$ cat config.mk
export PLATFORM = sky130hd
export DESIGN_NAME = target_game_ctrl
export DESIGN_NICKNAME = d
export VERILOG_FILES = /design/src/rtl/target_game_ctrl.sv
export SDC_FILE = /design/constraint.sdc
export NUM_CORES = 1
export LEC_CHECK = 0
export ABC_CLOCK_PERIOD_IN_PS = 5100
export BUFFER_PORTS_ARGS = -buffer_cell sky130_fd_sc_hd__buf_2
export CORE_ASPECT_RATIO = 1.75
export CORE_MARGIN = 5
export CORE_UTILIZATION = 34
export CTS_BUF_LIST = sky130_fd_sc_hd__clkbuf_8
export CTS_CLUSTER_SIZE = 20
export DETAILED_ROUTE_END_ITERATION = 16
export GPL_ROUTABILITY_DRIVEN = 0
export PLACE_DENSITY_LB_ADDON = 0.3
export SETUP_SLACK_MARGIN = 0.5
export SYNTH_ARGS = -nofsm -noshare
export SYNTH_HDL_FRONTEND = slang
export SYNTH_SLANG_ARGS = --single-unit
$ cat constraint.sdc
create_clock -name clk -period 5.1 [get_ports clk]
set_input_delay 1.02 -clock clk [delete_from_list [all_inputs] [get_ports clk]]
set_output_delay 1.02 -clock clk [all_outputs]
set_load 0.02 [all_outputs]
$ cat src/rtl/target_game_ctrl.sv
// target_game_ctrl: VGA target game sequencer. It spawns up to N_SLOTS timed
// targets from an LFSR, hit-tests mouse clicks against them, keeps saturating
// hit/miss counters and issues draw/erase commands to one square drawer.
// Ports: clk/reset (sync, active-high); start (run level); click, click_x,
//   click_y (mouse); draw_req/draw_x0/draw_y0/draw_color out, draw_done in
//   (drawer command port); hit, score, misses, live (status outputs).
// Optional feature macro: SCORE_PENALTY_EN (a missed click in run mode costs a point).

// Purpose: game tick, target slots, click hit-test, counters, drawer sequencing.
// Latency: all outputs registered; hit/score/misses one edge after click/tick, draw_req >=1 cycle after pend flag.
// Backpressure: one drawer command at a time, draw_req held until draw_done; pending work queues in per-slot flags.
module target_game_ctrl #(
    parameter int N_SLOTS    = 2,
    parameter int TICK_DIV   = 131072,
    parameter int LIFE_TICKS = 8,
    parameter int SQ         = 16,
    parameter int X_MAX      = 624,
    parameter int Y_MAX      = 464,
    parameter int SCORE_W    = 8
) (
    input  logic               clk,
    input  logic               reset,
    input  logic               start,
    input  logic               click,
    input  logic [10:0]        click_x,
    input  logic [10:0]        click_y,
    output logic               draw_req,
    output logic [10:0]        draw_x0,
    output logic [10:0]        draw_y0,
    output logic               draw_color,
    input  logic               draw_done,
    output logic               hit,
    output logic [SCORE_W-1:0] score,
    output logic [SCORE_W-1:0] misses,
    output logic [N_SLOTS-1:0] live
);

    localparam int CNT_W = $clog2(TICK_DIV);
    localparam int IDX_W = (N_SLOTS > 1) ? $clog2(N_SLOTS) : 1;
    localparam logic [CNT_W-1:0]   TICK_LAST = CNT_W'(TICK_DIV - 1);
    localparam logic [10:0]        X_MAX_L   = 11'(X_MAX);
    localparam logic [10:0]        Y_MAX_L   = 11'(Y_MAX);
    localparam logic [11:0]        SQ_L      = 12'(SQ);
    localparam logic [7:0]         LIFE_L    = 8'(LIFE_TICKS);
    localparam logic [SCORE_W-1:0] CNT_MAX   = '1;

    typedef enum logic [1:0] {S_EMPTY, S_LIVE, S_ERASING} slot_st_t;
    typedef enum logic {D_IDLE, D_BUSY} draw_st_t;

    // state
    logic [CNT_W-1:0]   tick_cnt_q, tick_cnt_d;
    logic [19:0]        lfsr_q, lfsr_d;
    slot_st_t           st_q   [N_SLOTS];
    slot_st_t           st_d   [N_SLOTS];
    logic [10:0]        sx_q   [N_SLOTS];
    logic [10:0]        sx_d   [N_SLOTS];
    logic [10:0]        sy_q   [N_SLOTS];
    logic [10:0]        sy_d   [N_SLOTS];
    logic [7:0]         life_q [N_SLOTS];
    logic [7:0]         life_d [N_SLOTS];
    logic [N_SLOTS-1:0] pend_draw_q, pend_draw_d;
    logic [N_SLOTS-1:0] pend_erase_q, pend_erase_d;
    draw_st_t           dst_q, dst_d;
    logic [IDX_W-1:0]   sel_q, sel_d;
    logic               draw_req_q, draw_req_d;
    logic [10:0]        draw_x0_q, draw_x0_d;
    logic [10:0]        draw_y0_q, draw_y0_d;
    logic               draw_color_q, draw_color_d;
    logic               hit_q, hit_d;
    logic [SCORE_W-1:0] score_q, score_d;
    logic [SCORE_W-1:0] misses_q, misses_d;
    logic [N_SLOTS-1:0] live_q, live_d;

    // combinational helpers
    logic               tick;
    logic [10:0]        raw_x, raw_y, new_x0, new_y0;
    logic               found_e, found_d, launch_draw;
    logic [IDX_W-1:0]   idx_e, idx_d;
    logic [N_SLOTS-1:0] draw_svc;
    logic               hit_any, spawn_any;
    logic [IDX_W-1:0]   hit_idx, spawn_idx;
    logic [2:0]         miss_cnt;
    logic [SCORE_W+2:0] misses_sum;
    logic               expire, is_hit;

    assign tick = start && (tick_cnt_q == TICK_LAST);

    // Fold raw LFSR fields into the legal origin range. X_MAX>=511 and
    // Y_MAX>=255 guarantee one subtraction always lands in range.
    always_comb begin
        raw_x  = {1'b0, lfsr_q[9:0]};
        raw_y  = {2'b00, lfsr_q[18:10]};
        new_x0 = (raw_x > X_MAX_L) ? (raw_x - X_MAX_L - 11'd1) : raw_x;
        new_y0 = (raw_y > Y_MAX_L) ? (raw_y - Y_MAX_L - 11'd1) : raw_y;
    end

    // Drawer selection and the "draw in service" view used by removal.
    // A draw launched from D_IDLE this very cycle counts as in service so a
    // same-cycle hit cannot orphan the command being loaded.
    always_comb begin
        found_e  = 1'b0;
        found_d  = 1'b0;
        idx_e    = '0;
        idx_d    = '0;
        draw_svc = '0;
        for (int i = N_SLOTS - 1; i >= 0; i--) begin
            if (pend_erase_q[i]) begin
                found_e = 1'b1;
                idx_e   = IDX_W'(i);
            end
            if (pend_draw_q[i]) begin
                found_d = 1'b1;
                idx_d   = IDX_W'(i);
            end
        end
        launch_draw = (dst_q == D_IDLE) && !found_e && found_d;
        for (int i = 0; i < N_SLOTS; i++) begin
            draw_svc[i] = ((dst_q == D_BUSY) && draw_color_q && (sel_q == IDX_W'(i)))
                        || (launch_draw && (idx_d == IDX_W'(i)));
        end
    end

    // Lowest-index hit and lowest-index empty slot.
    always_comb begin
        hit_any   = 1'b0;
        hit_idx   = '0;
        spawn_any = 1'b0;
        spawn_idx = '0;
        for (int i = N_SLOTS - 1; i >= 0; i--) begin
            if (click && start && (st_q[i] == S_LIVE)
                && ({1'b0, click_x} >= {1'b0, sx_q[i]})
                && ({1'b0, click_x} <  ({1'b0, sx_q[i]} + SQ_L))
                && ({1'b0, click_y} >= {1'b0, sy_q[i]})
                && ({1'b0, click_y} <  ({1'b0, sy_q[i]} + SQ_L))) begin
                hit_any = 1'b1;
                hit_idx = IDX_W'(i);
            end
            if (st_q[i] == S_EMPTY) begin
                spawn_any = 1'b1;
                spawn_idx = IDX_W'(i);
            end
        end
    end

    always_comb begin
        tick_cnt_d   = '0;
        lfsr_d       = {lfsr_q[18:0], lfsr_q[19] ^ lfsr_q[16]};
        st_d         = st_q;
        sx_d         = sx_q;
        sy_d         = sy_q;
        life_d       = life_q;
        pend_draw_d  = pend_draw_q;
        pend_erase_d = pend_erase_q;
        dst_d        = dst_q;
        sel_d        = sel_q;
        draw_req_d   = draw_req_q;
        draw_x0_d    = draw_x0_q;
        draw_y0_d    = draw_y0_q;
        draw_color_d = draw_color_q;
        hit_d        = hit_any;
        score_d      = score_q;
        miss_cnt     = '0;
        expire       = 1'b0;
        is_hit       = 1'b0;

        if (start && !tick) begin
            tick_cnt_d = tick_cnt_q + 1'b1;
        end

        for (int i = 0; i < N_SLOTS; i++) begin
            expire = 1'b0;
            is_hit = hit_any && (hit_idx == IDX_W'(i));
            if (tick && (st_q[i] == S_LIVE)) begin
                life_d[i] = life_q[i] - 8'd1;
                expire    = (life_q[i] == 8'd1);
            end
            if (is_hit || expire) begin
                // A hit on the expiry cycle scores rather than misses.
                if (!is_hit) begin
                    miss_cnt = miss_cnt + 3'd1;
                end
                if (pend_draw_q[i] && !draw_svc[i]) begin
                    pend_draw_d[i] = 1'b0;
                    st_d[i]        = S_EMPTY;
                end else begin
                    pend_erase_d[i] = 1'b1;
                    st_d[i]         = S_ERASING;
                end
            end
            // Only EMPTY slots spawn, so a slot removed this cycle never does.
            if (tick && spawn_any && (spawn_idx == IDX_W'(i))) begin
                st_d[i]        = S_LIVE;
                sx_d[i]        = new_x0;
                sy_d[i]        = new_y0;
                life_d[i]      = LIFE_L;
                pend_draw_d[i] = 1'b1;
            end
        end

        case (dst_q)
            D_IDLE: begin
                if (found_e) begin
                    sel_d        = idx_e;
                    draw_x0_d    = sx_q[idx_e];
                    draw_y0_d    = sy_q[idx_e];
                    draw_color_d = 1'b0;
                    draw_req_d   = 1'b1;
                    dst_d        = D_BUSY;
                end else if (found_d) begin
                    sel_d        = idx_d;
                    draw_x0_d    = sx_q[idx_d];
                    draw_y0_d    = sy_q[idx_d];
                    draw_color_d = 1'b1;
                    draw_req_d   = 1'b1;
                    dst_d        = D_BUSY;
                end
            end
            D_BUSY: begin
                if (draw_done) begin
                    draw_req_d = 1'b0;
                    dst_d      = D_IDLE;
                    if (draw_color_q) begin
                        pend_draw_d[sel_q] = 1'b0;
                    end else begin
                        pend_erase_d[sel_q] = 1'b0;
                        st_d[sel_q]         = S_EMPTY;
                    end
                end
            end
            default: dst_d = D_IDLE;
        endcase

        if (hit_any) begin
            if (score_q != CNT_MAX) begin
                score_d = score_q + 1'b1;
            end
        end
`ifdef SCORE_PENALTY_EN
        else if (click && start && (score_q != '0)) begin
            score_d = score_q - 1'b1;
        end
`endif

        misses_sum = {3'b000, misses_q} + {{SCORE_W{1'b0}}, miss_cnt};
        misses_d   = (misses_sum > {3'b000, CNT_MAX}) ? CNT_MAX : misses_sum[SCORE_W-1:0];

        for (int i = 0; i < N_SLOTS; i++) begin
            live_d[i] = (st_d[i] == S_LIVE);
        end
    end

    always_ff @(posedge clk) begin
        if (reset) begin
            tick_cnt_q   <= '0;
            lfsr_q       <= 20'h00001;
            for (int i = 0; i < N_SLOTS; i++) begin
                st_q[i]   <= S_EMPTY;
                sx_q[i]   <= '0;
                sy_q[i]   <= '0;
                life_q[i] <= '0;
            end
            pend_draw_q  <= '0;
            pend_erase_q <= '0;
            dst_q        <= D_IDLE;
            sel_q        <= '0;
            draw_req_q   <= 1'b0;
            draw_x0_q    <= '0;
            draw_y0_q    <= '0;
            draw_color_q <= 1'b0;
            hit_q        <= 1'b0;
            score_q      <= '0;
            misses_q     <= '0;
            live_q       <= '0;
        end else begin
            tick_cnt_q   <= tick_cnt_d;
            lfsr_q       <= lfsr_d;
            st_q         <= st_d;
            sx_q         <= sx_d;
            sy_q         <= sy_d;
            life_q       <= life_d;
            pend_draw_q  <= pend_draw_d;
            pend_erase_q <= pend_erase_d;
            dst_q        <= dst_d;
            sel_q        <= sel_d;
            draw_req_q   <= draw_req_d;
            draw_x0_q    <= draw_x0_d;
            draw_y0_q    <= draw_y0_d;
            draw_color_q <= draw_color_d;
            hit_q        <= hit_d;
            score_q      <= score_d;
            misses_q     <= misses_d;
            live_q       <= live_d;
        end
    end

    assign draw_req   = draw_req_q;
    assign draw_x0    = draw_x0_q;
    assign draw_y0    = draw_y0_q;
    assign draw_color = draw_color_q;
    assign hit        = hit_q;
    assign score      = score_q;
    assign misses     = misses_q;
    assign live       = live_q;

endmodule

==> load_flow_metrics.sql <==
INSERT INTO impl_metrics (metric_group, metric, value, unit) VALUES
('logic_synthesis', 'synth_flop_cell', 'sky130_fd_sc_hd__dfxtp_1', ''),
('timing', 'setup_repair_after_global_routing_missed_its_margin', 'false', ''),
('clocking', 'clock_buffers_created_by_tritoncts', '17', ''),
('finish', 'design_area', '0.00953', 'sq mm'),
('timing', 'number_of_failing_setup_endpoints_in_the_final_timing_report', '0', ''),
('route', 'drt_first_iter_violations', '195', ''),
('logic_synthesis', 'ys_seq_area_share', '35.9', '%'),
('placement', 'io_buffer_count', '69', ''),
('clocking', 'clkSinkCount', '150', ''),
('finish', 'instances_no_fill', '1390', ''),
('timing', 'timing_worst_slew_pin_value', '1.15', 'ns'),
('global_route', 'gr-usage-all-layers', '15.1', '%'),
('logic_synthesis', 'post_synth_and_or_nand_nor_area_fraction', '21.7', '%'),
('logic_synthesis', 'synth_async_sr_flop_share', '0', '%'),
('run', 'timing.max_cap.violations', '0', ''),
('logic_synthesis', 'share_of_synthesized_cell_area_in_full_adder_half_adder_and_majority_cells', '13.7', '%'),
('timing', 'whs', '0.463', 'ns'),
('floorplanning', 'io_pins', '70', ''),
('logic_synthesis', 'synth_xor_xnor_area_share', '5.77', '%'),
('logic_synthesis', 'combinational_family_with_the_most_area_after_synthesis', 'simple AND/OR/NAND/NOR gates', ''),
('route', 'wl_per_cell', '14.9', 'microns'),
('placement', 'placed_cells_incl_taps', '1354', ''),
('timing', 'maxSlewHeadroom', '23.4', '%'),
('route', 'viasPerCell', '5.10', ''),
('route', 'vias', '7084', ''),
('route', 'finalWirelength', '20800', 'microns'),
('global_route', 'globalRouteOverflowTotal', '0', ''),
('floorplanning', 'core_region_area', '0.0244', 'sq mm'),
('critical_path', 'cp_common_cell', 'sky130_fd_sc_hd__and3_4', ''),
('logic_synthesis', 'mappedNetlistNets', '1119', ''),
('critical_path', 'crit_path_cell_trace', 'and3_4, and3_4, nand3_1, nor2_1, nand3_1, nor2_2, and3_4, ha_2, nand2_2, nor3b_2, buf_4, nor2b_4, and4b_1, and2_4, ha_1, mux2_2, ha_2, fa_2, nand2_1, nor2_1, nand4_1, a21oi_1', ''),
('logic_synthesis', 'synth_edf_count', '0', ''),
('clocking', 'clock_path_buffers', '2', ''),
('clocking', 'clock_insertion_delay_worst_skew', '0.48', 'ns'),
('logic_synthesis', 'syn-instance-count', '1001', ''),
('global_route', 'grt_pass1_vias', '7013', ''),
('timing', 'final_cycle_share', '85.5', '%'),
('timing', 'final_critical_path_setup_slack', '0.738', 'ns'),
('critical_path', 'cp-start-kind', 'flop', ''),
('route', 'final_antenna_net_count', '0', ''),
('clocking', 'cts_tree', 'done', ''),
('critical_path', 'worst_ep_arrival_time', '4.68', 'ns'),
('placement', 'detailed_place_hpwl', '15900', 'microns'),
('critical_path', 'cp_slowest_stage_delay', '0.40', 'ns'),
('finish', 'layout.nets', '1183', ''),
('critical_path', 'cpMaxStageDelayCell', 'sky130_fd_sc_hd__fa_2', ''),
('power_and_ir_drop', 'power_leakage', '3.51', 'nW'),
('placement', 'place_area', '0.00902', 'sq mm'),
('logic_synthesis', 'post_synth_num_cell_types', '58', ''),
('critical_path', 'crit_path_capture_type', 'flop', ''),
('logic_synthesis', 'synthesis.area_per_instance', '8.34', 'sq um'),
('logic_synthesis', 'synth-compound-area-share', '17.0', '%'),
('critical_path', 'cp_num_buf_inv', '1', ''),
('logic_synthesis', 'syn-cell-area', '0.00835', 'sq mm'),
('floorplanning', 'dieWidth', '128', 'microns'),
('floorplanning', 'die_y', '217', 'microns'),
('timing', 'post-route-min-period', '4.36', 'ns'),
('logic_synthesis', 'yosysWarnings', '0', ''),
('finish', 'finalCoreUtilization', '39.0', '%'),
('finish', 'fillCellCount', '2524', ''),
('power_and_ir_drop', 'vdd_drop_max', '137', 'uV'),
('logic_synthesis', 'ys_seq_elements', '150', ''),
('timing', 'final_hold_viol_count', '0', ''),
('outcome', 'outcome', 'complete, no violations', ''),
('timing', 'max_fclk', '229', 'MHz'),
('timing', 'timing.clock.skew', '0.0167', 'ns'),
('critical_path', 'worst-endpoint-required', '5.41', 'ns'),
('power_and_ir_drop', 'overall_power', '2.28', 'mW'),
('finish', 'antenna_cells', '0', ''),
('hold_path', 'worstHoldPathType', 'flop to flop', ''),
('clocking', 'htree_num_levels', '4', '');
## report_power, final
part / leakage (nW) / switching (mW) / internal [mW]
clock network: 0.211 / 0.473 / 0.507
registers: 1.21 / 0.00236 / 1.17
logic: 2.09 / 0.0805 / 0.0486
## worst register-to-register path: stages, from the launching register on
cell	delay, ns
sky130_fd_sc_hd__dfxtp_4	0.36
sky130_fd_sc_hd__and3_4	0.19
sky130_fd_sc_hd__and3_4	0.20
sky130_fd_sc_hd__nand3_1	0.09
sky130_fd_sc_hd__nor2_1	0.14
sky130_fd_sc_hd__nand3_1	0.15
sky130_fd_sc_hd__nor2_2	0.16
sky130_fd_sc_hd__and3_4	0.20
sky130_fd_sc_hd__ha_2	0.19
sky130_fd_sc_hd__nand2_2	0.09
sky130_fd_sc_hd__nor3b_2	0.19
sky130_fd_sc_hd__buf_4	0.16
sky130_fd_sc_hd__nor2b_4	0.14
sky130_fd_sc_hd__and4b_1	0.22
sky130_fd_sc_hd__and2_4	0.15
sky130_fd_sc_hd__ha_1	0.21
sky130_fd_sc_hd__mux2_2	0.28
sky130_fd_sc_hd__ha_2	0.19
sky130_fd_sc_hd__fa_2	0.40
sky130_fd_sc_hd__nand2_1	0.07
sky130_fd_sc_hd__nor2_1	0.07
sky130_fd_sc_hd__nand4_1	0.25
sky130_fd_sc_hd__a21oi_1	0.11
## cells by family (layout without fill, tap and decap cells)
group | count (synthesis) | in the layout
xor gates and xnor gates | 55 | 55
buffers and inverters | 104 | 181
adders and majority gates | 91 | 91
DFF | 150 | 150
AOI/OAI and AO/OA | 222 | 222
muxes | 8 | 8
and+or+nand+nor | 371 | 371
## registers in the layout, indices dropped and copies added, names as in the netlist
| signal | flops |
|---|---|
| lfsr_q | 20 |
| life_q | 16 |
| draw_y0 | 11 |
| st_q | 4 |
| score | 8 |
| misses | 8 |
| pend_erase_q | 2 |
| dst_q | 1 |
| draw_x0 | 11 |
| draw_req | 1 |
| hit | 1 |
| live | 2 |
| tick_cnt_q | 17 |
| draw_color | 1 |
| sel_q | 1 |
| pend_draw_q | 2 |
| sx_q | 22 |
| sy_q | 22 |
## timing repair
| action | in CTS | in global routing |
|---|---|---|
| pin swaps | 0 | 9 |
| endpoints found under the setup margin | 6 | 8 |
| gates resized for setup | 2 | 18 |
| setup buffers | 0 | 4 |
## area by class of cell
| cell class | instances | area [sq um] | area share (%) |
|---|---|---|---|
| Sequential cell | 150 | 3010 | 31.6 |
| Clock buffer | 19 | 262 | 2.74 |
| Clock inverter | 13 | 156 | 1.64 |
| Multi-Input combinational cell | 747 | 5020 | 52.6 |
| Inverter | 68 | 255 | 2.68 |
| Timing Repair Buffer | 81 | 438 | 4.59 |
| Tap cell | 312 | 390 | 4.10 |
## synth_stat cells, types with 5 or more instances
| master | instances | area share (%) |
|---|---|---|
| sky130_fd_sc_hd__dfxtp_1 | 150 | 36 |
| sky130_fd_sc_hd__nor2_1 | 140 | 6.3 |
| sky130_fd_sc_hd__a21oi_1 | 97 | 5.8 |
| sky130_fd_sc_hd__ha_1 | 90 | 13 |
| sky130_fd_sc_hd__nand2_1 | 71 | 3.2 |
| sky130_fd_sc_hd__inv_1 | 61 | 2.7 |
| sky130_fd_sc_hd__a211oi_1 | 58 | 5.2 |
| sky130_fd_sc_hd__xnor2_1 | 40 | 4.2 |
| sky130_fd_sc_hd__nand3_1 | 38 | 2.3 |
| sky130_fd_sc_hd__clkbuf_1 | 31 | 1.4 |
| sky130_fd_sc_hd__nor2b_1 | 29 | 2.2 |
| sky130_fd_sc_hd__o21ai_0 | 20 | 1.2 |
| sky130_fd_sc_hd__and3_1 | 16 | 1.2 |
| sky130_fd_sc_hd__xor2_1 | 15 | 1.6 |
| sky130_fd_sc_hd__nand4_1 | 14 | 1.0 |
| sky130_fd_sc_hd__nor4_1 | 12 | 0.90 |
| sky130_fd_sc_hd__a21o_1 | 10 | 0.90 |
| sky130_fd_sc_hd__or3_1 | 8 | 0.60 |
| sky130_fd_sc_hd__a31oi_1 | 7 | 0.52 |
| sky130_fd_sc_hd__inv_2 | 7 | 0.31 |
| sky130_fd_sc_hd__nand2b_1 | 7 | 0.52 |
| sky130_fd_sc_hd__and4_1 | 6 | 0.63 |
| sky130_fd_sc_hd__nand3b_1 | 5 | 0.45 |
| sky130_fd_sc_hd__nor3_1 | 5 | 0.30 |
| sky130_fd_sc_hd__o211ai_1 | 5 | 0.45 |
## final timing paths
kind,from,end,slack (ns),cells after the start
setup / recovery,tick_cnt_q[4]$_SDFF_PP0_,misses[1]$_SDFF_PP0_,0.74,22
hold / removal,tick_cnt_q[0]$_SDFF_PP0_,tick_cnt_q[0]$_SDFF_PP0_,0.46,1
setup reg to reg,tick_cnt_q[4]$_SDFF_PP0_,misses[1]$_SDFF_PP0_,0.74,22
hold reg to reg,tick_cnt_q[0]$_SDFF_PP0_,tick_cnt_q[0]$_SDFF_PP0_,0.46,1
## per-layer routing
metal  share of wire (%)  vias up  GRT usage, %  wire length, microns
li1                    -     3672             -                     -
met1                  39     3276          15.3                  8170
met2                  54      104          28.4                 11200
met3                 3.7       32          3.83                   763
met4                 3.1        0          6.41                   638
met5                   0        -             0                     0
## placed cells by master, fill, tap and decap left out, types with 7 or more instances in the layout
cell type                  count
sky130_fd_sc_hd__and3_1       13
sky130_fd_sc_hd__nor2_1      137
sky130_fd_sc_hd__nand2_1      70
sky130_fd_sc_hd__a31oi_1       7
sky130_fd_sc_hd__o21ai_0      20
sky130_fd_sc_hd__nor2b_1      28
sky130_fd_sc_hd__buf_4        13
sky130_fd_sc_hd__a21o_1       10
sky130_fd_sc_hd__nor4_1       11
sky130_fd_sc_hd__a21oi_1      96
sky130_fd_sc_hd__dfxtp_1     145
sky130_fd_sc_hd__nand3_1      38
sky130_fd_sc_hd__xnor2_1      40
sky130_fd_sc_hd__nand4_1      14
sky130_fd_sc_hd__or3_1         8
sky130_fd_sc_hd__ha_1         88
sky130_fd_sc_hd__clkbuf_8     19
sky130_fd_sc_hd__buf_2        68
sky130_fd_sc_hd__nand2b_1      7
sky130_fd_sc_hd__inv_1        63
sky130_fd_sc_hd__a211oi_1     58
sky130_fd_sc_hd__xor2_1       15
sky130_fd_sc_hd__inv_2         7
No activity file was read; power rests on OpenSTA's default activity.
